### config.mk
export PLATFORM = sky130hd
export DESIGN_NAME = mem_access_master_flat
export DESIGN_NICKNAME = d
export VERILOG_FILES = /design/src/rtl/mem_if_pkg.sv /design/src/rtl/mem_access_master_if.sv /design/src/rtl/mem_lane_assembler.sv /design/src/rtl/mem_access_master.sv /design/src/flat_wrapper.sv
export SDC_FILE = /design/constraint.sdc
export NUM_CORES = 1
export LEC_CHECK = 0
export BUFFER_PORTS_ARGS = -buffer_cell sky130_fd_sc_hd__buf_2
export CAP_MARGIN = 20
export CORE_MARGIN = 3
export CORE_UTILIZATION = 49
export CTS_CLUSTER_DIAMETER = 80
export DETAILED_ROUTE_END_ITERATION = 16
export GPL_TIMING_DRIVEN = 0
export HOLD_SLACK_MARGIN = 0.15
export PLACE_DENSITY = 0.83
export SLEW_MARGIN = 20
export SYNTH_ARGS = -nofsm -noshare
export SYNTH_HDL_FRONTEND = slang
export SYNTH_SLANG_ARGS = --single-unit
### constraint.sdc
create_clock -name clk -period 3 [get_ports clk]
set_input_delay 0.3 -clock clk [delete_from_list [all_inputs] [get_ports clk]]
set_output_delay 0.3 -clock clk [all_outputs]
set_load 0.01 [all_outputs]
### src/rtl/mem_if_pkg.sv
// Shared definitions for the data-memory access path.
//   BYTE/HALFWORD/WORD  access-size encodings used on req_size and mem_size
//   MEM_BAD_DATA        load data returned for a blocked access
//   state_e             access FSM state encoding
//   size_bytes()        access size in bytes (unknown encodings treated as a word)
package mem_if_pkg;

  localparam logic [1:0] BYTE     = 2'b00;
  localparam logic [1:0] HALFWORD = 2'b01;
  localparam logic [1:0] WORD     = 2'b10;

  localparam logic [31:0] MEM_BAD_DATA = 32'hBADB_ADFF;

  typedef enum logic [1:0] {
    StIdle = 2'b00,
    StBeat = 2'b01,
    StDone = 2'b10
  } state_e;

  function automatic logic [2:0] size_bytes(input logic [1:0] size);
    case (size)
      BYTE:     size_bytes = 3'd1;
      HALFWORD: size_bytes = 3'd2;
      default:  size_bytes = 3'd4;
    endcase
  endfunction

endpackage

### src/rtl/mem_access_master_if.sv
// Request/response handshake plus data-memory port of the memory access master.
//   req_*   load/store request from the MEM stage (valid/ready)
//   resp_*  single-cycle completion pulse with load data and error flag
//   mem_*   byte-addressed memory port; mem_rdata is combinational from the memory
// Modports: master = the access block, slave = MEM stage + memory side.
interface mem_access_master_if;

  logic        req_valid;
  logic        req_ready;
  logic [31:0] req_addr;
  logic [31:0] req_wdata;
  logic        req_write;
  logic [1:0]  req_size;
  logic        req_unsigned;

  logic        resp_valid;
  logic [31:0] resp_rdata;
  logic        resp_err;

  logic [31:0] mem_addr;
  logic [31:0] mem_wdata;
  logic        mem_we;
  logic [1:0]  mem_size;
  logic        mem_rdun;
  logic [31:0] mem_rdata;

  modport master (
    input  req_valid, req_addr, req_wdata, req_write, req_size, req_unsigned, mem_rdata,
    output req_ready, resp_valid, resp_rdata, resp_err,
    output mem_addr, mem_wdata, mem_we, mem_size, mem_rdun
  );

  modport slave (
    output req_valid, req_addr, req_wdata, req_write, req_size, req_unsigned, mem_rdata,
    input  req_ready, resp_valid, resp_rdata, resp_err,
    input  mem_addr, mem_wdata, mem_we, mem_size, mem_rdun
  );

endinterface

### src/rtl/mem_lane_assembler.sv
// Combinational byte-lane assembler for split loads.
//   acc_i       bytes gathered so far
//   byte_i      byte returned by the current beat
//   lane_i      lane the current byte belongs in
//   size_i      original access size, selects the extension point
//   unsigned_i  1: zero-extend, 0: sign-extend
//   placed_o    acc_i with byte_i written into lane_i
//   ext_o       acc_i extended from bit 7 (byte), bit 15 (halfword) or unchanged (word)
module mem_lane_assembler
  import mem_if_pkg::*;
(
  input  logic [31:0] acc_i,
  input  logic [7:0]  byte_i,
  input  logic [1:0]  lane_i,
  input  logic [1:0]  size_i,
  input  logic        unsigned_i,
  output logic [31:0] placed_o,
  output logic [31:0] ext_o
);

  logic sext;

  always_comb begin
    placed_o = acc_i;
    placed_o[{lane_i, 3'b000} +: 8] = byte_i;
  end

  always_comb begin
    sext = ~unsigned_i;
    case (size_i)
      BYTE:     ext_o = {{24{sext & acc_i[7]}}, acc_i[7:0]};
      HALFWORD: ext_o = {{16{sext & acc_i[15]}}, acc_i[15:0]};
      default:  ext_o = acc_i;
    endcase
  end

endmodule

### src/rtl/mem_access_master.sv
// Initiator side of the byte-addressed data-memory port.
// Accepts one load/store at a time, issues one beat for aligned accesses or one byte beat per
// byte for misaligned ones, reassembles split loads, and blocks out-of-window accesses.
//   clk      clock
//   reset_n  synchronous active-low reset
//   bus_io   request/response/memory port bundle (master modport)
// Parameters: MEM_BASE/MEM_SIZE define the valid window [MEM_BASE, MEM_BASE+MEM_SIZE);
// ALLOW_MISALIGNED selects splitting (1) or rejecting (0) misaligned accesses.
module mem_access_master
  import mem_if_pkg::*;
#(
  parameter logic [31:0] MEM_BASE         = 32'h0100_0000,
  parameter logic [31:0] MEM_SIZE         = 32'h0010_0000,
  parameter bit          ALLOW_MISALIGNED = 1'b1
) (
  input  logic                       clk,
  input  logic                       reset_n,
  mem_access_master_if.master        bus_io
);

  state_e      state_q, state_d;
  logic [1:0]  beat_q, beat_d;
  logic [31:0] addr_q;
  logic [31:0] wdata_q;
  logic        write_q;
  logic [1:0]  size_q;
  logic        uns_q;
  logic [2:0]  nbeats_q;
  logic        split_q;
  logic        err_q;
  logic [31:0] acc_q;

  logic        load_req;
  logic        capture;

  // Request decode, only meaningful in the accept cycle.
  logic [2:0]  req_bytes;
  logic [32:0] req_lo, req_hi, win_lo, win_hi;
  logic        out_of_win, misaligned, acc_err;
  logic [2:0]  acc_nbeats;

  logic [31:0] asm_placed, asm_ext;

  always_comb begin
    req_bytes  = size_bytes(bus_io.req_size);
    // 33-bit bounds so an access wrapping past 2^32 lands above the window.
    req_lo     = {1'b0, bus_io.req_addr};
    req_hi     = req_lo + {30'd0, req_bytes} - 33'd1;
    win_lo     = {1'b0, MEM_BASE};
    win_hi     = {1'b0, MEM_BASE} + {1'b0, MEM_SIZE};
    out_of_win = (req_lo < win_lo) || (req_hi >= win_hi);
    misaligned = ((req_bytes == 3'd2) && bus_io.req_addr[0]) ||
                 ((req_bytes == 3'd4) && (bus_io.req_addr[1:0] != 2'b00));
    acc_err    = out_of_win || (misaligned && !ALLOW_MISALIGNED);
    acc_nbeats = misaligned ? req_bytes : 3'd1;
  end

  // Next-state logic.
  always_comb begin
    state_d  = state_q;
    beat_d   = beat_q;
    load_req = 1'b0;
    capture  = 1'b0;
    case (state_q)
      StIdle: begin
        if (bus_io.req_valid && reset_n) begin
          load_req = 1'b1;
          beat_d   = 2'd0;
          state_d  = acc_err ? StDone : StBeat;
        end
      end
      StBeat: begin
        capture = 1'b1;
        if ({1'b0, beat_q} == nbeats_q - 3'd1) begin
          state_d = StDone;
        end else begin
          beat_d = beat_q + 2'd1;
        end
      end
      StDone:  state_d = StIdle;
      default: state_d = StIdle;
    endcase
  end

  always_ff @(posedge clk) begin
    if (!reset_n) begin
      state_q <= StIdle;
      beat_q  <= 2'd0;
    end else begin
      state_q <= state_d;
      beat_q  <= beat_d;
    end
  end

  // Request registers and load-data accumulator.
  always_ff @(posedge clk) begin
    if (!reset_n) begin
      addr_q   <= 32'd0;
      wdata_q  <= 32'd0;
      write_q  <= 1'b0;
      size_q   <= WORD;
      uns_q    <= 1'b0;
      nbeats_q <= 3'd1;
      split_q  <= 1'b0;
      err_q    <= 1'b0;
      acc_q    <= 32'd0;
    end else begin
      if (load_req) begin
        addr_q   <= bus_io.req_addr;
        wdata_q  <= bus_io.req_wdata;
        write_q  <= bus_io.req_write;
        size_q   <= bus_io.req_size;
        uns_q    <= bus_io.req_unsigned;
        nbeats_q <= acc_nbeats;
        split_q  <= (acc_nbeats != 3'd1);
        err_q    <= acc_err;
        acc_q    <= 32'd0;
      end else if (capture) begin
        acc_q <= split_q ? asm_placed : bus_io.mem_rdata;
      end
    end
  end

  mem_lane_assembler u_lane_asm (
    .acc_i      (acc_q),
    .byte_i     (bus_io.mem_rdata[7:0]),
    .lane_i     (beat_q),
    .size_i     (size_q),
    .unsigned_i (uns_q),
    .placed_o   (asm_placed),
    .ext_o      (asm_ext)
  );

  // Outputs decode from registered state only; the memory port idles outside BEAT.
  // The memory port is not gated by reset_n so a write beat in the reset cycle still commits.
  always_comb begin
    bus_io.req_ready  = (state_q == StIdle) && reset_n;
    bus_io.mem_addr   = 32'd0;
    bus_io.mem_wdata  = 32'd0;
    bus_io.mem_we     = 1'b0;
    bus_io.mem_size   = WORD;
    bus_io.mem_rdun   = 1'b0;
    bus_io.resp_valid = 1'b0;
    bus_io.resp_err   = 1'b0;
    bus_io.resp_rdata = 32'd0;

    if (state_q == StBeat) begin
      bus_io.mem_we = write_q;
      if (split_q) begin
        bus_io.mem_addr  = addr_q + {30'd0, beat_q};
        bus_io.mem_size  = BYTE;
        bus_io.mem_rdun  = 1'b1;
        bus_io.mem_wdata = {24'd0, wdata_q[{beat_q, 3'b000} +: 8]};
      end else begin
        bus_io.mem_addr  = addr_q;
        bus_io.mem_size  = size_q;
        bus_io.mem_rdun  = uns_q;
        bus_io.mem_wdata = wdata_q;
      end
    end

    if ((state_q == StDone) && reset_n) begin
      bus_io.resp_valid = 1'b1;
      bus_io.resp_err   = err_q;
      if (err_q) begin
        bus_io.resp_rdata = MEM_BAD_DATA;
      end else if (!write_q) begin
        // Aligned loads are extended by the memory itself.
        bus_io.resp_rdata = split_q ? asm_ext : acc_q;
      end
    end
  end

endmodule

### src/flat_wrapper.sv
// flat-port wrapper written by rule: the top's interface ports become plain ports
module mem_access_master_flat import mem_if_pkg::*;
#(
  parameter logic [31:0] MEM_BASE         = 32'h0100_0000,
  parameter logic [31:0] MEM_SIZE         = 32'h0010_0000,
  parameter bit          ALLOW_MISALIGNED = 1'b1
)
  (clk, reset_n, bus_io_req_valid, bus_io_req_addr, bus_io_req_wdata, bus_io_req_write, bus_io_req_size, bus_io_req_unsigned, bus_io_mem_rdata, bus_io_req_ready, bus_io_resp_valid, bus_io_resp_rdata, bus_io_resp_err, bus_io_mem_addr, bus_io_mem_wdata, bus_io_mem_we, bus_io_mem_size, bus_io_mem_rdun);
  mem_access_master_if bus_io_i ();
  input  logic clk;
  input  logic reset_n;
  input wire logic [$bits(bus_io_i.req_valid)-1:0] bus_io_req_valid;
  input wire logic [$bits(bus_io_i.req_addr)-1:0] bus_io_req_addr;
  input wire logic [$bits(bus_io_i.req_wdata)-1:0] bus_io_req_wdata;
  input wire logic [$bits(bus_io_i.req_write)-1:0] bus_io_req_write;
  input wire logic [$bits(bus_io_i.req_size)-1:0] bus_io_req_size;
  input wire logic [$bits(bus_io_i.req_unsigned)-1:0] bus_io_req_unsigned;
  input wire logic [$bits(bus_io_i.mem_rdata)-1:0] bus_io_mem_rdata;
  output wire logic [$bits(bus_io_i.req_ready)-1:0] bus_io_req_ready;
  output wire logic [$bits(bus_io_i.resp_valid)-1:0] bus_io_resp_valid;
  output wire logic [$bits(bus_io_i.resp_rdata)-1:0] bus_io_resp_rdata;
  output wire logic [$bits(bus_io_i.resp_err)-1:0] bus_io_resp_err;
  output wire logic [$bits(bus_io_i.mem_addr)-1:0] bus_io_mem_addr;
  output wire logic [$bits(bus_io_i.mem_wdata)-1:0] bus_io_mem_wdata;
  output wire logic [$bits(bus_io_i.mem_we)-1:0] bus_io_mem_we;
  output wire logic [$bits(bus_io_i.mem_size)-1:0] bus_io_mem_size;
  output wire logic [$bits(bus_io_i.mem_rdun)-1:0] bus_io_mem_rdun;
  assign bus_io_i.req_valid = bus_io_req_valid;
  assign bus_io_i.req_addr = bus_io_req_addr;
  assign bus_io_i.req_wdata = bus_io_req_wdata;
  assign bus_io_i.req_write = bus_io_req_write;
  assign bus_io_i.req_size = bus_io_req_size;
  assign bus_io_i.req_unsigned = bus_io_req_unsigned;
  assign bus_io_i.mem_rdata = bus_io_mem_rdata;
  assign bus_io_req_ready = bus_io_i.req_ready;
  assign bus_io_resp_valid = bus_io_i.resp_valid;
  assign bus_io_resp_rdata = bus_io_i.resp_rdata;
  assign bus_io_resp_err = bus_io_i.resp_err;
  assign bus_io_mem_addr = bus_io_i.mem_addr;
  assign bus_io_mem_wdata = bus_io_i.mem_wdata;
  assign bus_io_mem_we = bus_io_i.mem_we;
  assign bus_io_mem_size = bus_io_i.mem_size;
  assign bus_io_mem_rdun = bus_io_i.mem_rdun;
  mem_access_master #(.MEM_BASE(MEM_BASE), .MEM_SIZE(MEM_SIZE), .ALLOW_MISALIGNED(ALLOW_MISALIGNED)) u_core (.clk(clk), .reset_n(reset_n), .bus_io(bus_io_i));
endmodule
==> results_dict.tcl <==
set metrics [dict create \
    synth_nets 1192 \
    die_area_um2 16900 \
    hold_viol 0 \
    outcome "completed" \
    overflow 0 \
    syn_inst 1041 \
    synth_area_um2 7550 \
    synthFlopType "dfxtp_1" \
    grt_setup_unrepaired "yes" \
    fin_crit_ns 2.92 \
    synth_top_area_share 0.289 \
    route.vias.total 8686 \
    most-common-layout-cells "buf_2 (205), nand2_1 (131), dfxtp_1 (103)" \
    ant_nets 0 \
    num_rows 44 \
    crit_fanout 8 \
    wl_mm 25.5 \
    tightestPinTransition_ns 1.03 \
    antenna_found_initial 1 \
    drc 0 \
    synth_cell_types 75 \
    place.gp.congestion 0.944 \
    clock-root-buffer "clkbuf_16" \
    fp.dieH_um 130 \
    r2r-end "u_core.acc_q[8]" \
    yosys.area.top_type "dfxtp_1" \
    max_freq_mhz 343 \
    hpwl_mm 18.6 \
    final.fill_count 1248 \
    regArea_um2 2200 \
    grt_pass1_wl_mm 38.8 \
    powerDensity_nw_per_um2 385 \
    fin_cells 1488 \
    core_um2 14800 \
    leakagePower_nw 4.34 \
    setup_tns_ns 0 \
    skew_ns 0.0119 \
    period_share 0.973 \
    synth-edff-count 0 \
    htreeDepth 3 \
    areaGrowthSynthToFinish_pct 28.3 \
    portBuffers 204 \
    clock-sinks 109 \
    hp-start "bus_io_req_wdata[31]" \
    num_io_pins 206 \
    async_flop_share 0 \
    drtPass1Iterations 5 \
    yosys_register_bits 109 \
    die_w_um 130 \
    hold_ws_ns 0.156 \
    cp-start-kind "flop" \
    peakVddDrop_uv 303 \
    clockBufferDepth 2 \
    r2r_start "u_core.beat_q[0]" \
    ys_seq_area_frac 0.289 \
    rrSetupSlack_ns 0.28 \
    finalSetupViolCount 0 \
    multi_input_area_um2 5040 \
    final_common_cell "buf_2" \
    crit_type "flop to output port" \
    dp.cells 1429 \
    drv_cap 0 \
    endpoint_kind "output port" \
    drt-initial-drc-count 858 \
    syn_avg_cell_area_um2 7.25 \
    wire_per_inst_um 17.1 \
    cts_tree "done" \
    whs_endpoint "u_core.wdata_q[31]" \
    reg2reg_depth 7 \
    required_ns 2.70 \
    first_global_vias 7959 \
    worstHoldPathCells 3 \
    max_slew_margin 0.306 \
    cts_made_buffers 9 \
    p_total_mw 3.72 \
    vias_per_cell 5.84 \
    arrival_ns 2.62 \
    grt_max_degree 20 \
    ys_warn_count 0 \
    initial_utilization 0.510 \
    synth_area_leaders "dfxtp_1 (29%), ha_1 (7.6%), nand2_1 (6.6%)" \
    drive_gt1_frac 0.224 \
    hp-class "input port to flop" \
    clk-insertion-delay-late_ns 0.36 \
    path_clk_slew_ns 0.08 \
    grt_usage 0.284 \
    finalNetCount 1449 \
    slew_viol_final 0 \
]
-- through the flow --
stage / utilization / setup WS, ns / cell area (um2)
3_5_place_dp: 0.595 / -0.717 / 8810
3_3_place_gp: 0.594 / -0.682 / 8800
4_1_cts: 0.643 / 0.00341 / 9520
2_1_floorplan: - / 0.0739 / 7550
5_1_grt: 0.654 / -0.0644 / 9680
6_report: 0.654 / 0.0816 / 9680
-- cell families (layout without fill, tap and decap cells) --
kind of cell,Yosys count,after routing,synth area share
AOI/OAI and AO/OA,268,268,0.219
xor gates and xnor gates,35,35,0.0406
adders and majority gates,48,48,0.0815
buffers and inverters,120,382,0.0641
DFF,109,109,0.289
muxes,13,13,0.0187
other,0,1,0
and+or+nand+nor,448,448,0.287
-- cell usage after synthesis (9+ instances only) --
library cell / n
nand2_1: 132
dfxtp_1: 109
nor2_1: 94
nand3_1: 92
a21oi_1: 90
o21ai_0: 80
inv_1: 61
ha_1: 46
clkbuf_1: 39
a211oi_1: 30
nor2b_1: 30
and2_1: 29
xor2_1: 18
xnor2_1: 17
buf_1: 14
nor3_1: 13
o211ai_1: 10
mux2_2: 9
o22ai_1: 9
-- registers in the layout, indices dropped and copies added (netlist names) --
signal and count:
u_core.size_q 2, u_core.nbeats_q 3, u_core.split_q 1, u_core.uns_q 1, u_core.state_q 2, u_core.acc_q 32
u_core.addr_q 32, u_core.wdata_q 32, u_core.write_q 1, u_core.beat_q 2, u_core.err_q 1
-- routing by layer --
metal / vias to the layer above / part of all wire / track usage / routed length [um]
li1: 4155 / - / - / -
met2: 482 / 0.48 / 0.486 / 12200
met3: 92 / 0.084 / 0.0524 / 2140
met4: 2 / 0.040 / 0.131 / 1030
met1: 3955 / 0.40 / 0.347 / 10200
met5: - / 0.00035 / 0 / 9
-- how the worst max path moves through the flow --
stage                            start                   to  cells after the start
global placement      u_core.beat_q[1]  bus_io_mem_addr[30]                     10
global route        bus_io_req_size[1]    u_core.state_q[1]                     16
detailed placement    u_core.beat_q[1]  bus_io_mem_addr[30]                     10
CTS                  u_core.addr_q[11]  bus_io_mem_addr[31]                      8
finish                u_core.beat_q[1]  bus_io_mem_addr[31]                      9
floorplan           bus_io_req_size[0]         u_core.err_q                     14
-- critical path, stage by stage (launching register included) --
cell and delay [ns]:
dfxtp_4 0.38, ha_4 0.28, a21oi_4 0.06, nor2_4 0.14, nand2_4 0.11, nor4_4 0.35
nand4_1 0.23, or3_1 0.38, a21oi_2 0.14, buf_2 0.17
-- timing repair --
action                                  4_1_cts  5_1_grt
pin swaps                                     3       14
endpoints found under the hold margin        33        0
gates resized for setup                      13       29
buffers inserted                              5        5
hold buffers                                 33        0
endpoints found under the setup margin       14       12
-- report_power, final --
part	switching (mW)	total (mW)	internal, mW
clock network	0.601	1.23	0.627
logic	0.515	0.868	0.353
registers	0.0925	1.63	1.54
-- area by class of cell --
class / instances / area share
plain buffers: 58 / 0.0260
multi-input cells: 812 / 0.521
flip-flops and latches: 109 / 0.227
inverters: 61 / 0.0240
repair buffers: 247 / 0.148
well taps: 184 / 0.0238
clock buffers: 11 / 0.0261
clock inverters: 5 / 0.00478
diodes: 1 / 0.000258
(Power assumes the default switching activity.)
